**src/rtl/adiabatic_clock_sequencer_if.sv**
```systemverilog
// Launch/result handshake and per-phase DAC code bundle of the adiabatic clock sequencer.
interface adiabatic_clock_sequencer_if #(
  parameter int unsigned DAC_W = 6
);
  logic               en;
  logic               op_valid;
  logic               op_ready;
  logic               res_valid;
  logic               busy;
  logic               qtick;
  logic [7:0]         ph_state;
  logic [4*DAC_W-1:0] pos_code;
  logic [4*DAC_W-1:0] neg_code;

  modport master (
    output en, op_valid,
    input  op_ready, res_valid, busy, qtick, ph_state, pos_code, neg_code
  );

  modport slave (
    input  en, op_valid,
    output op_ready, res_valid, busy, qtick, ph_state, pos_code, neg_code
  );
endinterface

```
**src/rtl/adiabatic_clock_sequencer.sv**
```systemverilog
// 4-phase adiabatic power-clock sequencer: trapezoidal DAC ramp codes per phase, one operand
// launch slot per period, fixed-latency result strobe and graceful start-up / wind-down.
module adiabatic_clock_sequencer #(
  parameter int unsigned RAMP_CYC = 4,
  parameter int unsigned DAC_W    = 6,
  parameter int unsigned DEPTH    = 4
) (
  input  logic                        clk,
  input  logic                        rst,
  adiabatic_clock_sequencer_if.slave  bus
);

  localparam int unsigned QW = (RAMP_CYC > 1) ? $clog2(RAMP_CYC) : 1;
  localparam int unsigned PW = QW + DAC_W + 1;
  localparam int unsigned CW = 4 * DAC_W;

  localparam logic [QW-1:0]    LAST = QW'(RAMP_CYC - 1);
  localparam logic [DAC_W-1:0] MAXC = '1;

  localparam logic [1:0] PH_IDLE = 2'b00;
  localparam logic [1:0] PH_RISE = 2'b01;
  localparam logic [1:0] PH_HOLD = 2'b10;
  localparam logic [1:0] PH_FALL = 2'b11;

  typedef enum logic [1:0] {
    HALT  = 2'd0,
    RUN   = 2'd1,
    FLUSH = 2'd2,
    WIND  = 2'd3
  } fsm_t;

  fsm_t             fsm_q, fsm_n;
  logic [1:0]       q_q, q_n;
  logic [QW-1:0]    qcnt_q, qcnt_n;
  logic [3:0]       active_q, active_n;
  logic [DEPTH:0]   inflight_q, inflight_n;
  logic             slot_q, slot_n;
  logic             res_valid_q, res_valid_n;
  logic             busy_q, busy_n;
  logic             qtick_q, qtick_n;
  logic [7:0]       ph_q, ph_n;
  logic [CW-1:0]    pos_q, pos_n;

  logic             tick_c;
  logic             accept_c;
  logic             rise_ok_c;
  logic [1:0]       nom_c [4];
  logic [PW-1:0]    prod_c;
  logic [DAC_W-1:0] ramp_c;

  // The launch slot is a registered window qualified by the live run request,
  // so dropping en in the slot cycle itself refuses the operand.
  assign bus.op_ready  = slot_q & bus.en;
  assign bus.res_valid = res_valid_q;
  assign bus.busy      = busy_q;
  assign bus.qtick     = qtick_q;
  assign bus.ph_state  = ph_q;
  assign bus.pos_code  = pos_q;
  assign bus.neg_code  = ~pos_q;

  // Next-state: sequencing FSM, quarter timing, phase activity and in-flight tracking
  always_comb begin
    fsm_n      = fsm_q;
    q_n        = q_q;
    qcnt_n     = qcnt_q;
    active_n   = active_q;
    inflight_n = inflight_q;
    rise_ok_c  = 1'b0;
    tick_c     = (fsm_q != HALT) && (qcnt_q == LAST);
    accept_c   = bus.op_valid && slot_q && bus.en;

    if (tick_c) begin
      inflight_n = {inflight_q[DEPTH-1:0], accept_c};
    end

    case (fsm_q)
      HALT:    if (bus.en) fsm_n = RUN;
      RUN:     if (!bus.en) fsm_n = FLUSH;
      FLUSH: begin
        if (bus.en) begin
          fsm_n = RUN;
        end else if (inflight_n == '0) begin
          fsm_n = WIND;
        end
      end
      WIND:    fsm_n = WIND;
      default: fsm_n = HALT;
    endcase

    if (fsm_q != HALT) begin
      if (tick_c) begin
        qcnt_n = '0;
        q_n    = q_q + 2'd1;
      end else begin
        qcnt_n = qcnt_q + QW'(1);
      end
    end

    rise_ok_c = (fsm_n == RUN) || (fsm_n == FLUSH);

    // Nominal phase state encodes directly as ((q - p) + 1) mod 4
    for (int p = 0; p < 4; p++) begin
      nom_c[p] = 2'(q_n - 2'(p) + 2'd1);
      if (nom_c[p] == PH_IDLE) begin
        active_n[p] = 1'b0;
      end else if ((nom_c[p] == PH_RISE) && (qcnt_n == '0) && rise_ok_c) begin
        active_n[p] = 1'b1;
      end
    end

    if ((fsm_q == WIND) && (active_n == '0)) begin
      fsm_n  = HALT;
      q_n    = '0;
      qcnt_n = '0;
    end
  end

  // Registered outputs are derived from next-state so codes move together with phase state
  always_comb begin
    prod_c      = (PW'(qcnt_n) + PW'(1)) * PW'(MAXC);
    ramp_c      = DAC_W'(prod_c / PW'(RAMP_CYC));
    ph_n        = '0;
    pos_n       = '0;
    qtick_n     = (fsm_n != HALT) && (qcnt_n == LAST);
    slot_n      = (fsm_n == RUN) && (q_n == 2'd3) && (qcnt_n == LAST);
    res_valid_n = qtick_n && inflight_n[DEPTH];
    busy_n      = (fsm_n != HALT) || (|inflight_n);

    for (int p = 0; p < 4; p++) begin
      if (active_n[p]) begin
        ph_n[2*p +: 2] = nom_c[p];
        case (nom_c[p])
          PH_RISE: pos_n[p*DAC_W +: DAC_W] = ramp_c;
          PH_HOLD: pos_n[p*DAC_W +: DAC_W] = MAXC;
          PH_FALL: pos_n[p*DAC_W +: DAC_W] = MAXC - ramp_c;
          default: pos_n[p*DAC_W +: DAC_W] = '0;
        endcase
      end
    end
  end

  always_ff @(posedge clk) begin
    if (rst) begin
      fsm_q       <= HALT;
      q_q         <= '0;
      qcnt_q      <= '0;
      active_q    <= '0;
      inflight_q  <= '0;
      slot_q      <= 1'b0;
      res_valid_q <= 1'b0;
      busy_q      <= 1'b0;
      qtick_q     <= 1'b0;
      ph_q        <= '0;
      pos_q       <= '0;
    end else begin
      fsm_q       <= fsm_n;
      q_q         <= q_n;
      qcnt_q      <= qcnt_n;
      active_q    <= active_n;
      inflight_q  <= inflight_n;
      slot_q      <= slot_n;
      res_valid_q <= res_valid_n;
      busy_q      <= busy_n;
      qtick_q     <= qtick_n;
      ph_q        <= ph_n;
      pos_q       <= pos_n;
    end
  end

endmodule

```
**src/flat_wrapper.sv**
```systemverilog
// flat-port wrapper written by rule: the top's interface ports become plain ports
module adiabatic_clock_sequencer_flat 
#(
  parameter int unsigned RAMP_CYC = 4,
  parameter int unsigned DAC_W    = 6,
  parameter int unsigned DEPTH    = 4
)
  (clk, rst, bus_en, bus_op_valid, bus_op_ready, bus_res_valid, bus_busy, bus_qtick, bus_ph_state, bus_pos_code, bus_neg_code);
  adiabatic_clock_sequencer_if #(.DAC_W(DAC_W)) bus_i ();
  input  logic clk;
  input  logic rst;
  input wire logic [$bits(bus_i.en)-1:0] bus_en;
  input wire logic [$bits(bus_i.op_valid)-1:0] bus_op_valid;
  output wire logic [$bits(bus_i.op_ready)-1:0] bus_op_ready;
  output wire logic [$bits(bus_i.res_valid)-1:0] bus_res_valid;
  output wire logic [$bits(bus_i.busy)-1:0] bus_busy;
  output wire logic [$bits(bus_i.qtick)-1:0] bus_qtick;
  output wire logic [$bits(bus_i.ph_state)-1:0] bus_ph_state;
  output wire logic [$bits(bus_i.pos_code)-1:0] bus_pos_code;
  output wire logic [$bits(bus_i.neg_code)-1:0] bus_neg_code;
  assign bus_i.en = bus_en;
  assign bus_i.op_valid = bus_op_valid;
  assign bus_op_ready = bus_i.op_ready;
  assign bus_res_valid = bus_i.res_valid;
  assign bus_busy = bus_i.busy;
  assign bus_qtick = bus_i.qtick;
  assign bus_ph_state = bus_i.ph_state;
  assign bus_pos_code = bus_i.pos_code;
  assign bus_neg_code = bus_i.neg_code;
  adiabatic_clock_sequencer #(.RAMP_CYC(RAMP_CYC), .DAC_W(DAC_W), .DEPTH(DEPTH)) u_core (.clk(clk), .rst(rst), .bus(bus_i));
endmodule
```
**config.mk**
```make
export PLATFORM = sky130hd
export DESIGN_NAME = adiabatic_clock_sequencer_flat
export DESIGN_NICKNAME = d
export VERILOG_FILES = /design/src/rtl/adiabatic_clock_sequencer_if.sv /design/src/rtl/adiabatic_clock_sequencer.sv /design/src/flat_wrapper.sv
export SDC_FILE = /design/constraint.sdc
export NUM_CORES = 1
export LEC_CHECK = 0
export CORE_MARGIN = 10
export CORE_UTILIZATION = 30
export DETAILED_ROUTE_END_ITERATION = 10
export HOLD_SLACK_MARGIN = 0.03
export PLACE_DENSITY = 0.62
export SLEW_MARGIN = 10
export SYNTH_ARGS = -nofsm -noshare
export SYNTH_HDL_FRONTEND = slang
export SYNTH_SLANG_ARGS = --single-unit
export TNS_END_PERCENT = 5
```
**constraint.sdc**
```tcl
create_clock -name clk -period 3.55 [get_ports clk]
set_input_delay 0.71 -clock clk [delete_from_list [all_inputs] [get_ports clk]]
set_output_delay 0.71 -clock clk [all_outputs]
set_load 0.01 [all_outputs]
```
==> results summary <==
The flow ran to the end, and the final reports show no timing, DRC or antenna violations. STA classifies the critical path endpoint as a flop. The die covers 0.00985 sq mm. Once detail routing completed, the nets flagged for antenna violations numbered 0.

TritonCTS built the clock tree. dfxtp_1 takes more of the synthesized area than any other cell. The number of hold-slack violations in the final timing report is 0. The maximum count of clock buffers along a single path is 2. The number of rows created at floorplan is 28. The startpoint identified for the worst register-to-register timing path is u_core.qcnt_q[0]$_SDFF_PP0_. The path class of the tightest hold or removal check is reg2reg. The H-tree level count is 2. CTS saw 39 sinks. Tracing the worst setup path back leads to its startpoint at u_core.qcnt_q[0]$_SDFF_PP0_.

Buffers inserted during clock tree synthesis total 5. The number of max-slew violations in the final report came out at 0. The wire length after detailed routing is 4780 um. At the worst endpoint, the arrival time is 3280 ps. The average size of a mapped cell came out at 9.05 sq um. The total of max-cap violations came out at 0. The cell sitting at the root of the clock tree is a clkbuf_8. The total negative slack came out at 0 ps. The share of total power dissipated in combinational logic is 0.119. The number of global-route vias before repair is 1471. The part of the total power dissipated in the clock network is 0.395. The number of setup buffers added after CTS is 0. The proportion of synthesized flip-flops having asynchronous set or reset came out at 0. Cell internal power was estimated by the tool at 711 uW. The peak clock frequency supported by timing is 324 MHz. The category of the most critical setup path is reg2reg. The ratio of cells with drive above 1 in the final layout came out at 0.0920. The number of cell instances on the worst register-to-register path came out at 10. In the global route stage, overall resource usage came out at 0.0981. The number of flip-flops and latches in the synthesized netlist is 39. The number of synthesized flops with an enable pin is 0. The worst setup timing slack at the placement stage is 518 ps. Setup repair after global routing left no endpoint under its margin. The floorplan die width came out at 99.2 um. The first-pass iteration count of the detailed router is 4. The area growth from synthesis to final layout came out at 33.2%.

The detailed-route vias per instance came out at 4.63. The number of antenna violations at the first check in global routing is 0. The endpoint identified for the worst register-to-register timing path is u_core.bus.pos_code[11]$_SDFF_PP0_. The first global-routing pass estimated 7900 um of wire. The die extent in y is 99.2 um.

The number of gates resized after CTS was 0. The register area share after synthesis is 0.415. Setup violations remaining at the end of the flow were counted as 0. The maximum fanout along the worst path came out at 10.

After synthesis, the cell types taking the most area are dfxtp_1 41%, buf_4 11%, ha_1 6.0%. The share of total power dissipated in sequential elements is 0.486. The required time of the critical path came out at 3740 ps. Following the worst setup path forward leads to its endpoint at u_core.bus.pos_code[11]$_SDFF_PP0_. The leakage power summed over all cells is 0.978 nW. The number of port buffers is 63. The initial core utilization came out at 0.314. For this design the ratio of total power to cell area is 376 mW/mm^2. The clock tree skew after final layout is 4.67 ps.

The region available for standard cell placement spans 0.00599 sq mm. The worst vdd rail ir drop is 141 uV. The post-route core utilization came out at 0.419. The clock slew seen by the registers of the worst setup and hold paths came out at 80 ps.

The maximum number of pins on one net before global-route repair is 18. The congestion estimate from routability-driven global placement came to 0.843. The total net switching power is 233 uW. The register-to-register setup slack came out at 460 ps. The final net count is 262. The clock period minus worst slack came out at 3090 ps. The half-perimeter wire length after detailed placement is 3710 um. In this run the tightest slew margin relative to its limit is 0.453. The number of nets produced by synthesis came out at 221. Among all flip-flop cells after synthesis, the most frequent one is dfxtp_1. The number of hold buffers added after CTS is 0.

The transition time at the pin with the least slew margin is 797 ps. The number of DRC violations after detailed-routing iteration 0 is 100. The number of warnings printed during yosys synthesis came out at 0. The clock insertion delay at the later pin of the skew report is 300 ps. The count of unique library cells instantiated by Yosys is 47. In the synthesized netlist, the cells that appear most often are 39 x dfxtp_1, 27 x buf_4, 21 x inv_1. The post-route total power came out at 943 uW.

The remaining routing DRC violations is 0. The final critical-path share of the clock period is 0.869. The fraction of post-synthesis cell area in the top cell type by area came out at 0.415.

The final setup slack of the worst path came out at 464 ps. The wire length per cell is 14.7 um. Synthesis produced a netlist whose cell count is 208. The routed via count is 1506. The proportion of total power due to net switching came out at 0.247. The most common cell in the synthesized netlist is dfxtp_1. The number of diodes came out at 0. The sum of overflow across all layers after global routing came out at 0.

STA classifies the critical path startpoint as a flop. The boundary pin count came out at 64. The fill cell total of the finished layout came out at 576. The cell area after synthesis came out at 0.00188 sq mm.
area by class of cell:
type / instances / area [sq um] / share of cell area
sequential: 39 / 781 / 0.311
multi-input combinational: 112 / 774 / 0.309
timing repair buffer: 66 / 653 / 0.260
inverter: 25 / 93.8 / 0.0374
clock inverter: 3 / 43.8 / 0.0175
clock buffer: 5 / 68.8 / 0.0274
tap: 75 / 93.8 / 0.0374
through the flow:
stage                     area (sq um)  hold WS, ps  cells
final                             2510          480    325
after global routing              2510          517    325
after CTS                         2510          483    325
after detailed placement          2400          472    317
after global placement            2400          462    317
after floorplan                   1880          445    208
power by group through the flow:
stage | logic [mW] | registers (mW) | clock network [mW]
5_1_grt | 0.122 | 0.460 | 0.400
3_5_place_dp | 0.113 | 0.469 | 0
3_3_place_gp | 0.114 | 0.469 | 0
6_report | 0.112 | 0.458 | 0.373
4_1_cts | 0.113 | 0.458 | 0.382
2_1_floorplan | 0.0747 | 0.468 | 0
sequential cells by signal, indices dropped and copies added, names as in the netlist:
register and count:
u_core.bus.pos_code 12, u_core.bus.ph_state 8, u_core.inflight_q 5, u_core.active_q 4, u_core.fsm_q 2, u_core.q_q 2, u_core.qcnt_q 2, u_core.bus.busy 1
u_core.bus.qtick 1, u_core.bus.res_valid 1, u_core.slot_q 1
worst min-delay path by stage:
stage	from	endpoint	slack, ps	cells after the start
floorplan	u_core.inflight_q[0]$_SDFF_PP0_	u_core.inflight_q[1]$_SDFF_PP0_	450	2
global placement	u_core.inflight_q[2]$_SDFF_PP0_	u_core.inflight_q[2]$_SDFF_PP0_	460	2
detailed placement	u_core.inflight_q[2]$_SDFF_PP0_	u_core.inflight_q[3]$_SDFF_PP0_	470	2
CTS	u_core.inflight_q[0]$_SDFF_PP0_	u_core.inflight_q[0]$_SDFF_PP0_	480	2
global route	u_core.inflight_q[3]$_SDFF_PP0_	u_core.inflight_q[3]$_SDFF_PP0_	520	2
finish	u_core.inflight_q[2]$_SDFF_PP0_	u_core.inflight_q[3]$_SDFF_PP0_	480	2
critical path, cell delays in order, from the launching register on:
cell and delay [ps]:
dfxtp_1 430, ha_1 270, o21a_1 270, nand2_1 100, xnor2_1 310, ha_1 250, or3b_1 350, o32ai_1 210
o211ai_2 140, o211a_1 250, o311a_1 410
cells by family after synthesis:
logic type,count (synthesis),share of synthesized area
flops,39,0.415
compound gates,33,0.150
simple gates,64,0.172
mux,1,0.00532
fa+ha+maj,10,0.0651
buf+inv,57,0.174
xor+xnor,4,0.0186
layout by cell type, fill, tap and decap left out, types with 2 or more instances in the layout:
master	count
xnor2_1	4
clkbuf_8	5
dfxtp_1	39
a211oi_1	2
a311oi_1	2
nor4_1	2
o211ai_2	2
and3_1	2
nand2_1	14
nor3_1	12
nand2b_1	2
clkdlybuf4s50_1	63
or3_1	3
buf_4	3
or3b_1	2
a31oi_1	2
inv_2	4
inv_1	21
ha_1	9
nor2_1	17
a221oi_1	5
o311a_1	2
a21oi_1	7
per-layer routing:
metal,part of all wire,vias up,global-route usage
met3,0.083,6,0.0332
met1,0.42,694,0.112
met2,0.48,47,0.160
met4,0.018,0,0.0463
li1,-,759,-
met5,0,-,0
No activity file was read; power rests on OpenSTA's default activity.
